--- src/rtl/aes_sched_pkg.sv ---
// Shared definitions for the AES request scheduler.
//   sched_state_e : scheduler FSM states
//   id_width()    : width of a requester index, never less than one bit
//   rr_next()     : round-robin pick, the first set bit scanning upward from
//                   last+1 and wrapping modulo num_req
package aes_sched_pkg;

  typedef enum logic [1:0] {
    IDLE,
    LOAD,
    WAIT,
    RESP
  } sched_state_e;

  localparam int MAX_REQ  = 16;
  localparam int RR_IDX_W = 4;

  function automatic int id_width(input int num_req);
    return (num_req > 1) ? $clog2(num_req) : 1;
  endfunction

  // The scan runs from the largest offset down to the smallest, so the
  // nearest set bit after 'last' is the one left in 'gnt'. With nothing set,
  // 'last' is returned and the caller is expected to qualify it with 'any'.
  function automatic logic [RR_IDX_W-1:0] rr_next(
    input logic [MAX_REQ-1:0]  valid,
    input logic [RR_IDX_W-1:0] last,
    input int                  num_req
  );
    logic [RR_IDX_W-1:0] gnt;
    logic [RR_IDX_W-1:0] idx;
    gnt = last;
    for (int k = MAX_REQ; k >= 1; k--) begin
      if (k <= num_req) begin
        idx = RR_IDX_W'((int'(last) + k) % num_req);
        if (valid[idx]) gnt = idx;
      end
    end
    return gnt;
  endfunction

endpackage

--- src/rtl/aes_rr_arbiter.sv ---
// Purely combinational round-robin arbiter.
//   req        : request bits, one per requester
//   last       : index of the most recently served requester
//   en         : when low, no grant is issued
//   gnt_onehot : one-hot grant (all zero when en is low or nothing requests)
//   gnt_idx    : binary index of the winner (qualify it with 'any')
//   any        : at least one request is pending
module aes_rr_arbiter
  import aes_sched_pkg::*;
#(
  parameter int NUM_REQ = 4,
  parameter int IDW     = id_width(NUM_REQ)
) (
  input  logic [NUM_REQ-1:0] req,
  input  logic [IDW-1:0]     last,
  input  logic               en,
  output logic [NUM_REQ-1:0] gnt_onehot,
  output logic [IDW-1:0]     gnt_idx,
  output logic               any
);

  logic [RR_IDX_W-1:0] pick;

  assign pick    = rr_next(MAX_REQ'(req), RR_IDX_W'(last), NUM_REQ);
  assign gnt_idx = IDW'(pick);
  assign any     = |req;

  always_comb begin
    // NOTE: every combinational output gets a default first, so no path
    // through the block can leave it unassigned and infer a latch.
    gnt_onehot = '0;
    for (int i = 0; i < NUM_REQ; i++) begin
      gnt_onehot[i] = en && any && (pick == RR_IDX_W'(i));
    end
  end

endmodule

--- src/rtl/aes_enc_sched.sv ---
// Shares one aes_encrypt core among NUM_REQ requesters. Requests are accepted
// one at a time in round-robin order, forwarded to the core with a one-cycle
// load pulse, and the ciphertext (or a timeout error) is returned tagged with
// the requester index.
//   clk, rst                       : clock, synchronous active-high reset
//   req_valid/req_ready            : per-requester handshake (ready is one-hot)
//   req_key, req_pt                : per-requester key and plaintext
//   rsp_valid/rsp_ready            : result handshake
//   rsp_id, rsp_ct, rsp_err        : owner index, ciphertext (0 on error), timeout flag
//   core_load, core_key, core_pt   : drive to the encrypt core
//   core_ct_valid, core_ct         : result from the encrypt core
module aes_enc_sched
  import aes_sched_pkg::*;
#(
  parameter int NK      = 4,
  parameter int NUM_REQ = 4,
  parameter int TIMEOUT = 64
) (
  input  logic                             clk,
  input  logic                             rst,
  input  logic [NUM_REQ-1:0]               req_valid,
  output logic [NUM_REQ-1:0]               req_ready,
  input  logic [NUM_REQ-1:0][32*NK-1:0]    req_key,
  input  logic [NUM_REQ-1:0][127:0]        req_pt,
  output logic                             rsp_valid,
  input  logic                             rsp_ready,
  output logic [id_width(NUM_REQ)-1:0]     rsp_id,
  output logic [127:0]                     rsp_ct,
  output logic                             rsp_err,
  output logic                             core_load,
  output logic [32*NK-1:0]                 core_key,
  output logic [127:0]                     core_pt,
  input  logic                             core_ct_valid,
  input  logic [127:0]                     core_ct
);

  localparam int             IDW        = id_width(NUM_REQ);
  localparam int             TW         = $clog2(TIMEOUT + 1);
  localparam logic [TW-1:0]  TIMER_LAST = TW'(TIMEOUT - 1);

  sched_state_e   state;
  logic [IDW-1:0] last;
  logic [IDW-1:0] gnt_idx;
  logic [TW-1:0]  timer;
  logic           any_req;
  logic           arb_en;

  // Grants are only offered in IDLE and never while reset is being sampled,
  // so a requester is never told it was accepted when nothing is captured.
  assign arb_en = (state == IDLE) && !rst;

  aes_rr_arbiter #(
    .NUM_REQ (NUM_REQ)
  ) u_arb (
    .req        (req_valid),
    .last       (last),
    .en         (arb_en),
    .gnt_onehot (req_ready),
    .gnt_idx    (gnt_idx),
    .any        (any_req)
  );

  // NOTE: all state here is updated with non-blocking assignments so every
  // register samples the pre-edge values regardless of statement order.
  always_ff @(posedge clk) begin
    if (rst) begin
      // NOTE: the key/plaintext capture registers are reset like any other
      // state because the outputs they drive must read zero after reset.
      state     <= IDLE;
      last      <= IDW'(NUM_REQ - 1);
      timer     <= '0;
      core_load <= 1'b0;
      core_key  <= '0;
      core_pt   <= '0;
      rsp_valid <= 1'b0;
      rsp_id    <= '0;
      rsp_ct    <= '0;
      rsp_err   <= 1'b0;
    end else begin
      core_load <= 1'b0;
      unique case (state)
        IDLE: begin
          if (any_req) begin
            core_key  <= req_key[gnt_idx];
            core_pt   <= req_pt[gnt_idx];
            rsp_id    <= gnt_idx;
            core_load <= 1'b1;
            state     <= LOAD;
          end
        end
        LOAD: begin
          timer <= '0;
          state <= WAIT;
        end
        WAIT: begin
          // core_ct_valid is only looked at here, so a level left over from
          // an earlier or aborted operation is never mistaken for a result.
          if (core_ct_valid) begin
            rsp_ct    <= core_ct;
            rsp_err   <= 1'b0;
            rsp_valid <= 1'b1;
            state     <= RESP;
          end else if (timer == TIMER_LAST) begin
            rsp_ct    <= '0;
            rsp_err   <= 1'b1;
            rsp_valid <= 1'b1;
            state     <= RESP;
          end else if (timer != '1) begin
            timer <= timer + 1'b1;
          end
        end
        RESP: begin
          if (rsp_ready) begin
            last      <= rsp_id;
            rsp_valid <= 1'b0;
            state     <= IDLE;
          end
        end
      endcase
    end
  end

endmodule

--- config.mk ---
export PLATFORM = sky130hd
export DESIGN_NAME = aes_enc_sched
export DESIGN_NICKNAME = d
export VERILOG_FILES = /design/src/rtl/aes_sched_pkg.sv /design/src/rtl/aes_rr_arbiter.sv /design/src/rtl/aes_enc_sched.sv
export SDC_FILE = /design/constraint.sdc
export NUM_CORES = 1
export LEC_CHECK = 0
export BUFFER_PORTS_ARGS = -buffer_cell sky130_fd_sc_hd__buf_2
export CAP_MARGIN = 5
export CORE_AREA = 3 3 608 610
export CTS_CLUSTER_SIZE = 16
export DETAILED_ROUTE_END_ITERATION = 12
export DIE_AREA = 0 0 611 613
export PLACE_DENSITY = 0.3
export SETUP_SLACK_MARGIN = 0.1
export SYNTH_ARGS = -nofsm -noshare
export SYNTH_HDL_FRONTEND = slang
export SYNTH_SLANG_ARGS = --single-unit
--- constraint.sdc ---
create_clock -name clk -period 2 [get_ports clk]
set_input_delay 0.4 -clock clk [delete_from_list [all_inputs] [get_ports clk]]
set_output_delay 0.4 -clock clk [all_outputs]
set_load 0.01 [all_outputs]
# [Word level (Yosys, flattened, before mapping)]
# Index checks and enable logic that the tools add are counted.
[classes] n_addsub=5 multipliers=0 div=0 magnitude_cmp=5 n_eq_ne=14 shift=0 n_mux=33 bitwise=5 reduce_logical=24
[op_table] cell="$bmux W128 S2" count=2
[op_table] cell="$mux W128" count=4
[op_table] cell="$mux W7" count=3
[op_table] cell="$lt A4 B5 Y1 const B" count=4
[op_table] cell="$mux W4" count=4
[op_table] cell="$pmux W7 S2" count=1
[op_table] cell="$bmux W1 S3" count=4
[op_table] cell="$reduce_or A2 Y1" count=5
[op_table] cell="$mux W1" count=9
[op_table] cell="$eq A4 B2 Y1 const B" count=2
[op_table] cell="$mux W2" count=4
[op_table] cell="$ne A2 B2 Y1 const B" count=4
[op_table] cell="$pmux W2 S4" count=1
[op_table] cell="$add A7 B1 Y7 const B" count=1
[op_table] cell="$eq A7 B6 Y1 const B" count=1
[op_table] cell="$ne A7 B7 Y1 const B" count=1
[op_table] cell="$logic_and A1 B1 Y1" count=6
[op_table] cell="$reduce_and A2 Y1" count=3
[op_table] cell="$reduce_and A3 Y1" count=2
[op_table] cell="$reduce_bool A2 Y1" count=3
[op_table] cell="$add A2 B1 Y2 const B" count=2
[op_table] cell="$add A2 B2 Y2 const B" count=2
[op_table] cell="$and A1 B1 Y1 const A" count=4
[op_table] cell="$eq A2 B2 Y1 const B" count=2
[op_table] cell="other kinds (12)" count=12
[totals] reg_bits=400 latch_bits=0 mem_bits_rw=0 rom_bits=0 inputBits=1160 out_inout_bits=393 wordCells=96 mem_count=0

# [Depth between registers and ports, before layout]
[depth] ltp_word=11 depth_mapped=9 ltp_nobuf=7

# [Modules after synthesis]
# Synthesis repeated with hierarchy kept, for this count alone.
[hier_totals] hier_cells=1821 area_unflattened_um2=19623.8
[by_module_without_submodules] mod="aes_enc_sched" n_inst=1 cells_each=1802 area_per_inst_um2=19493.7 seq_area_each_um2=8007.7
[by_module_without_submodules] mod="aes_rr_arbiter" n_inst=1 cells_each=19 area_per_inst_um2=130.1 seq_area_each_um2=0.0

# [Least setup slack after synthesis]
# Ideal clock, no wire load.
[synth_timing] kind="input to output" startpoint="input req_valid[2]" endpoint="output req_ready[1]" arrival_ns=1.757 required_ns=1.600 setup_slack_ns=-0.157 stages=7 n_path_buf=3 cell_sequence="nand2b_1 a21o_1 and3_1 buf_6 buf_6 buf_6 nor4_1"
[synth_via] elab_chain_cells=8 word_cells_on_any_way=16 cone_classes="eq/ne: 1; mux: 12; reduce/logical: 3"
[synth_rtl] item="start, declared" line_no="aes_enc_sched.sv:21" text="input logic [NUM_REQ-1:0] req_valid,"
[synth_rtl] item="$bmux W1 S3" line_no="aes_sched_pkg.sv:36" text="if (valid[idx]) gnt = idx;"
[synth_rtl] item="$mux W1 (implied by the code)" line_no="aes_sched_pkg.sv:36"
[synth_rtl] item="$mux W4 (4 in a row)" line_no="aes_sched_pkg.sv:36"
[synth_rtl] item="$eq A4 B1 Y1" line_no="aes_rr_arbiter.sv:33" text="gnt_onehot[i] = en && any && (pick == RR_IDX_W'(i));"
[synth_rtl] item="$logic_and A1 B1 Y1 *" line_no="aes_rr_arbiter.sv:33"
[synth_rtl] item="end, declared" line_no="aes_enc_sched.sv:22" text="output logic [NUM_REQ-1:0] req_ready,"
# Every way passes the cells marked *; elsewhere a longest branch is shown, timed or not. The select of a mux whose other input is x is not followed.

# [Worst setup path in the final report]
[layout_timing] startpoint="register last[0]" endpoint="output req_ready[0]"
[layout_via] elab_chain_cells=11 word_cells_on_any_way=26 cone_classes="add/sub: 4; mux: 12; bitwise: 4; reduce/logical: 6"
[layout_rtl] item="start, declared" line_no="aes_enc_sched.sv:42" text="logic [IDW-1:0] last;"
[layout_rtl] item="start signal, assigned" line_no="aes_enc_sched.sv:70" text="last <= IDW'(NUM_REQ - 1);"
[layout_rtl] item="start signal, assigned" line_no="aes_enc_sched.sv:114" text="last <= rsp_id;"
[layout_rtl] item="$add A2 B1 Y2" line_no="aes_sched_pkg.sv:35" text="idx = RR_IDX_W'((int'(last) + k) % num_req);"
[layout_rtl] item="$reduce_or A2 Y1 (no line)"
[layout_rtl] item="$and A1 B1 Y1 (no line)"
[layout_rtl] item="$bmux W1 S3" line_no="aes_sched_pkg.sv:36"
[layout_rtl] item="$mux W1 (implied by the code)" line_no="aes_sched_pkg.sv:36"
[layout_rtl] item="$mux W4 (3 in a row)" line_no="aes_sched_pkg.sv:36"
[layout_rtl] item="$mux W4 *" line_no="aes_sched_pkg.sv:36"
[layout_rtl] item="$logic_not A4 Y1 *" line_no="aes_rr_arbiter.sv:33"
[layout_rtl] item="$logic_and A1 B1 Y1 *" line_no="aes_rr_arbiter.sv:33"
# Marks and branches as above.

==> qor.yml <==
cells_and_area:
  layoutNonFillerInstCount: 9696
  syn2layout_area_growth_pct: 143.5
  post_route_cells_drive_above_1_share_pct: 53.22
  postLayoutCoreUtil_pct: 14.51
  post_route_cell_area_sq_um: 52980
  num-nets-final: 5916
placement:
  place_congestion: 0.9430
  numPlacedInstances: 8682
  post-dp-hpwl_um: 228800
  place.port_buffers: 1552
  post_dp_cell_area_sq_um: 37260
flow_run:
  max_cap_violations: 0
floorplan:
  floorplan.die_area_sq_um: 374500
  floorplan.die.width_um: 611
  row_cnt: 222
  die_y_um: 613
  num_io_pins: 1553
  placeableCoreArea_sq_um: 365000
  start_util_pct: 5.961
cts:
  tritoncts.num_buffers: 60
  cts.clk_slew.worst_paths_ns: 0.06
  cts_tree: "done"
  cts_root_buffer: "sky130_fd_sc_hd__clkbuf_16"
  clk-insertion-delay-late_ns: 0.74
  buffers_from_clock_root_to_sink_at_most: 3
  ctsHtreeMaxLevel: 2
  cts_sinks: 400
yosys:
  synth_enable_flop_cells: 0
  syn-cell-area_sq_um: 21760
  post_synth.cell_area_avg_sq_um: 9.476
  async_sr_flop_fraction_pct: 0
  ys_warn_count: 0
  synth_flop_cell: "sky130_fd_sc_hd__dfxtp_1"
  post_synth_num_cell_types: 39
  postSynthNetCount: 3462
  synth.ff_latch_count: 400
  synth.yosys.seq_area_share_pct: 36.80
  syn_inst: 2296
detailed_routing:
  initialDrtViolationCount: 1747
  routed_wire_length_um: 279200
  ant_nets: 0
  routed_wire_length_per_instance_um: 28.80
  vias_per_cell: 3.314
  detailedRoute.firstPassIterationCount: 5
  vias: 32130
  drc: 0
status:
  failed_checks: "setup timing"
  run_status: "finished with violations"
worst_setup_path:
  cpPeakStageDelay_ns: 0.37
  critical_path.cell_chain: "nor2b_4 -> buf_4 -> nor3b_4 -> buf_6 -> nor2_4 -> nor4_4 -> buf_4"
  worst_path_arrival_ns: 2.22
  critPathMostFrequentCell: "sky130_fd_sc_hd__buf_4"
  critical-path-top-delay-family: "simple AND/OR/NAND/NOR gates"
  critPathSlowestCell: "sky130_fd_sc_hd__dfxtp_4"
  critPathLaunchType: "flop"
  critical_path_required_ns: 1.60
  crit_fanout: 4
  worstSetupEndpointType: "output pin"
  path_buf_inv: 3
  worstSetupPathType: "flop to output pin"
timing:
  layout_worst_path_cycle_share_pct: 131.1
  slew_headroom_pct: 55.71
  slew_limit_fails: 0
  worstMarginPinSlew_ns: 0.6622
  timing.final.ws_setup_ns: -0.6224
  final_setup_violation_count: 259
  whs_ns: 0.04158
  tns_ns: -85.72
  fin_worst_skew_ns: 0.01609
  clock_period_minus_worst_slack_ns: 2.622
  timing_hold_violations_final: 0
  grt_setup_unrepaired: "yes"
  clock.fmax_mhz: 381.3
global_route:
  grt_pass1_vias: 32480
  grt_first_pass_wirelength_um: 344700
  grt_max_degree: 72
  initial_antenna_violation_count: 212
  grt_overflow: 0
  all_layer_global_routing_usage_pct: 13.97
hold_path:
  worstHoldPathType: "input pin to flop"
power_and_ir_drop:
  power.density_nw_per_um2: 1027
  power.leakage_nw: 21.60
  vdd.ir_drop.worst_v: 0.0006131
[Yosys cell counts (all sizes together) (2+ instances only)]
library cell / count / area, sq um
nor4: 3 / 25.02
a21oi: 9 / 45.04
xnor2: 4 / 35.03
o21ai: 5 / 32.53
and3: 5 / 31.28
nand2b: 6 / 37.54
buf: 94 / 824.5
dfxtp: 400 / 8008
and2: 258 / 1614
nor2: 141 / 529.3
nor2b: 4 / 27.53
o21bai: 258 / 1937
inv: 4 / 15.01
a211o: 2 / 17.52
ha: 6 / 75.07
clkbuf: 177 / 664.4
mux2i: 257 / 2572
a22oi: 128 / 960.9
a211oi: 258 / 1937
nand3: 5 / 30.03
a221oi: 256 / 2242
nand2: 7 / 26.28
nor3: 3 / 20.02
[area by class of cell]
| type | count | area [sq um] |
|---|---|---|
| Sequential cell | 400 | 8040 |
| Antenna cell | 83 | 207.7 |
| Clock buffer | 80 | 1717 |
| Multi-Input combinational cell | 1621 | 15930 |
| Tap cell | 4816 | 6026 |
| Inverter | 4 | 15.01 |
| Clock inverter | 29 | 540.5 |
| Timing Repair Buffer | 2663 | 20500 |
| Fill cell | 41530 | 312000 |
[state kept, by name, indices dropped and copies added (netlist names)]
signal     flops
timer          7
state          2
last           2
rsp_id         2
core_load      1
core_pt      128
rsp_ct       128
core_key     128
rsp_err        1
rsp_valid      1
[cell usage in the layout (no fill, tap or decap), types with 124 or more instances in the layout]
master / Yosys / routed
sky130_fd_sc_hd__nor2_1: 141 / 139
sky130_fd_sc_hd__buf_2: 61 / 1535
sky130_fd_sc_hd__and2_1: 258 / 255
sky130_fd_sc_hd__buf_4: 4 / 166
sky130_fd_sc_hd__dlygate4sd3_1: 0 / 701
sky130_fd_sc_hd__o21bai_1: 258 / 258
sky130_fd_sc_hd__dfxtp_1: 400 / 380
sky130_fd_sc_hd__mux2i_4: 0 / 126
sky130_fd_sc_hd__a221oi_1: 256 / 167
sky130_fd_sc_hd__a22oi_1: 128 / 124
sky130_fd_sc_hd__a211oi_2: 0 / 183
[path summary, 6_finish.rpt]
path                         startpoint                       end  slack (ns)  cells after the start
setup reg to reg   last[0]$_SDFFE_PP1P_  core_pt[24]$_SDFFE_PP0P_       -0.50                     13
hold / removal              req_pt[475]  core_pt[91]$_SDFFE_PP0P_        0.04                      3
setup / recovery   last[0]$_SDFFE_PP1P_              req_ready[0]       -0.62                      7
hold reg to reg   timer[6]$_SDFFE_PP0P_     timer[6]$_SDFFE_PP0P_        0.47                      2
[power by group]
| group | total [mW] | internal, mW | switching (mW) |
|---|---|---|---|
| logic | 28.8 | 12.0 | 16.8 |
| clock network | 12.7 | 7.67 | 5.06 |
| registers | 12.9 | 10.8 | 2.02 |
| total | 54.4 | 30.5 | 23.9 |
[tightest hold or removal path, delay by kind of cell]
| kind | cells | cell delay [ns] |
|---|---|---|
| compound gates | 1 | 0.16 |
| buf+inv | 1 | 0.10 |
| mux | 1 | 0.07 |
[what timing repair did]
item / CTS / global route
cloned: 26 / 8
resized for setup: 501 / 420
endpoints found under the hold margin: 366 / 22
hold buffers: 669 / 32
endpoints found under the setup margin: 360 / 420
pin swaps: 163 / 176
buffers inserted: 77 / 46
[per-stage QoR]
stage	total power, mW	setup WS, ns
2_1_floorplan	21.46	0.1119
3_3_place_gp	35.51	-1.172
3_5_place_dp	35.55	-1.189
4_1_cts	53.37	-0.8769
5_1_grt	57.08	-0.7583
6_report	54.40	-0.6224
[per-layer routing]
layer	GRT usage, %	vias to the layer above	routed length [um]
met5	0	-	815
met4	3.416	118	8917
met3	4.896	519	23340
met2	23.34	1553	130900
met1	16.98	16000	115300
li1	-	13930	-
[kinds of logic (layout without fill, tap and decap cells)]
logic type | Yosys count | in the layout | synth area share [%]
compound gates | 920 | 920 | 33.11
simple gates | 434 | 434 | 10.85
buf+inv | 275 | 2776 | 6.912
fa+ha+maj | 6 | 6 | 0.3450
other cells | 0 | 83 | 0
flops | 400 | 400 | 36.80
mux | 257 | 257 | 11.82
xor+xnor | 4 | 4 | 0.1610
Note: power is estimated with default switching activity, not from simulation.
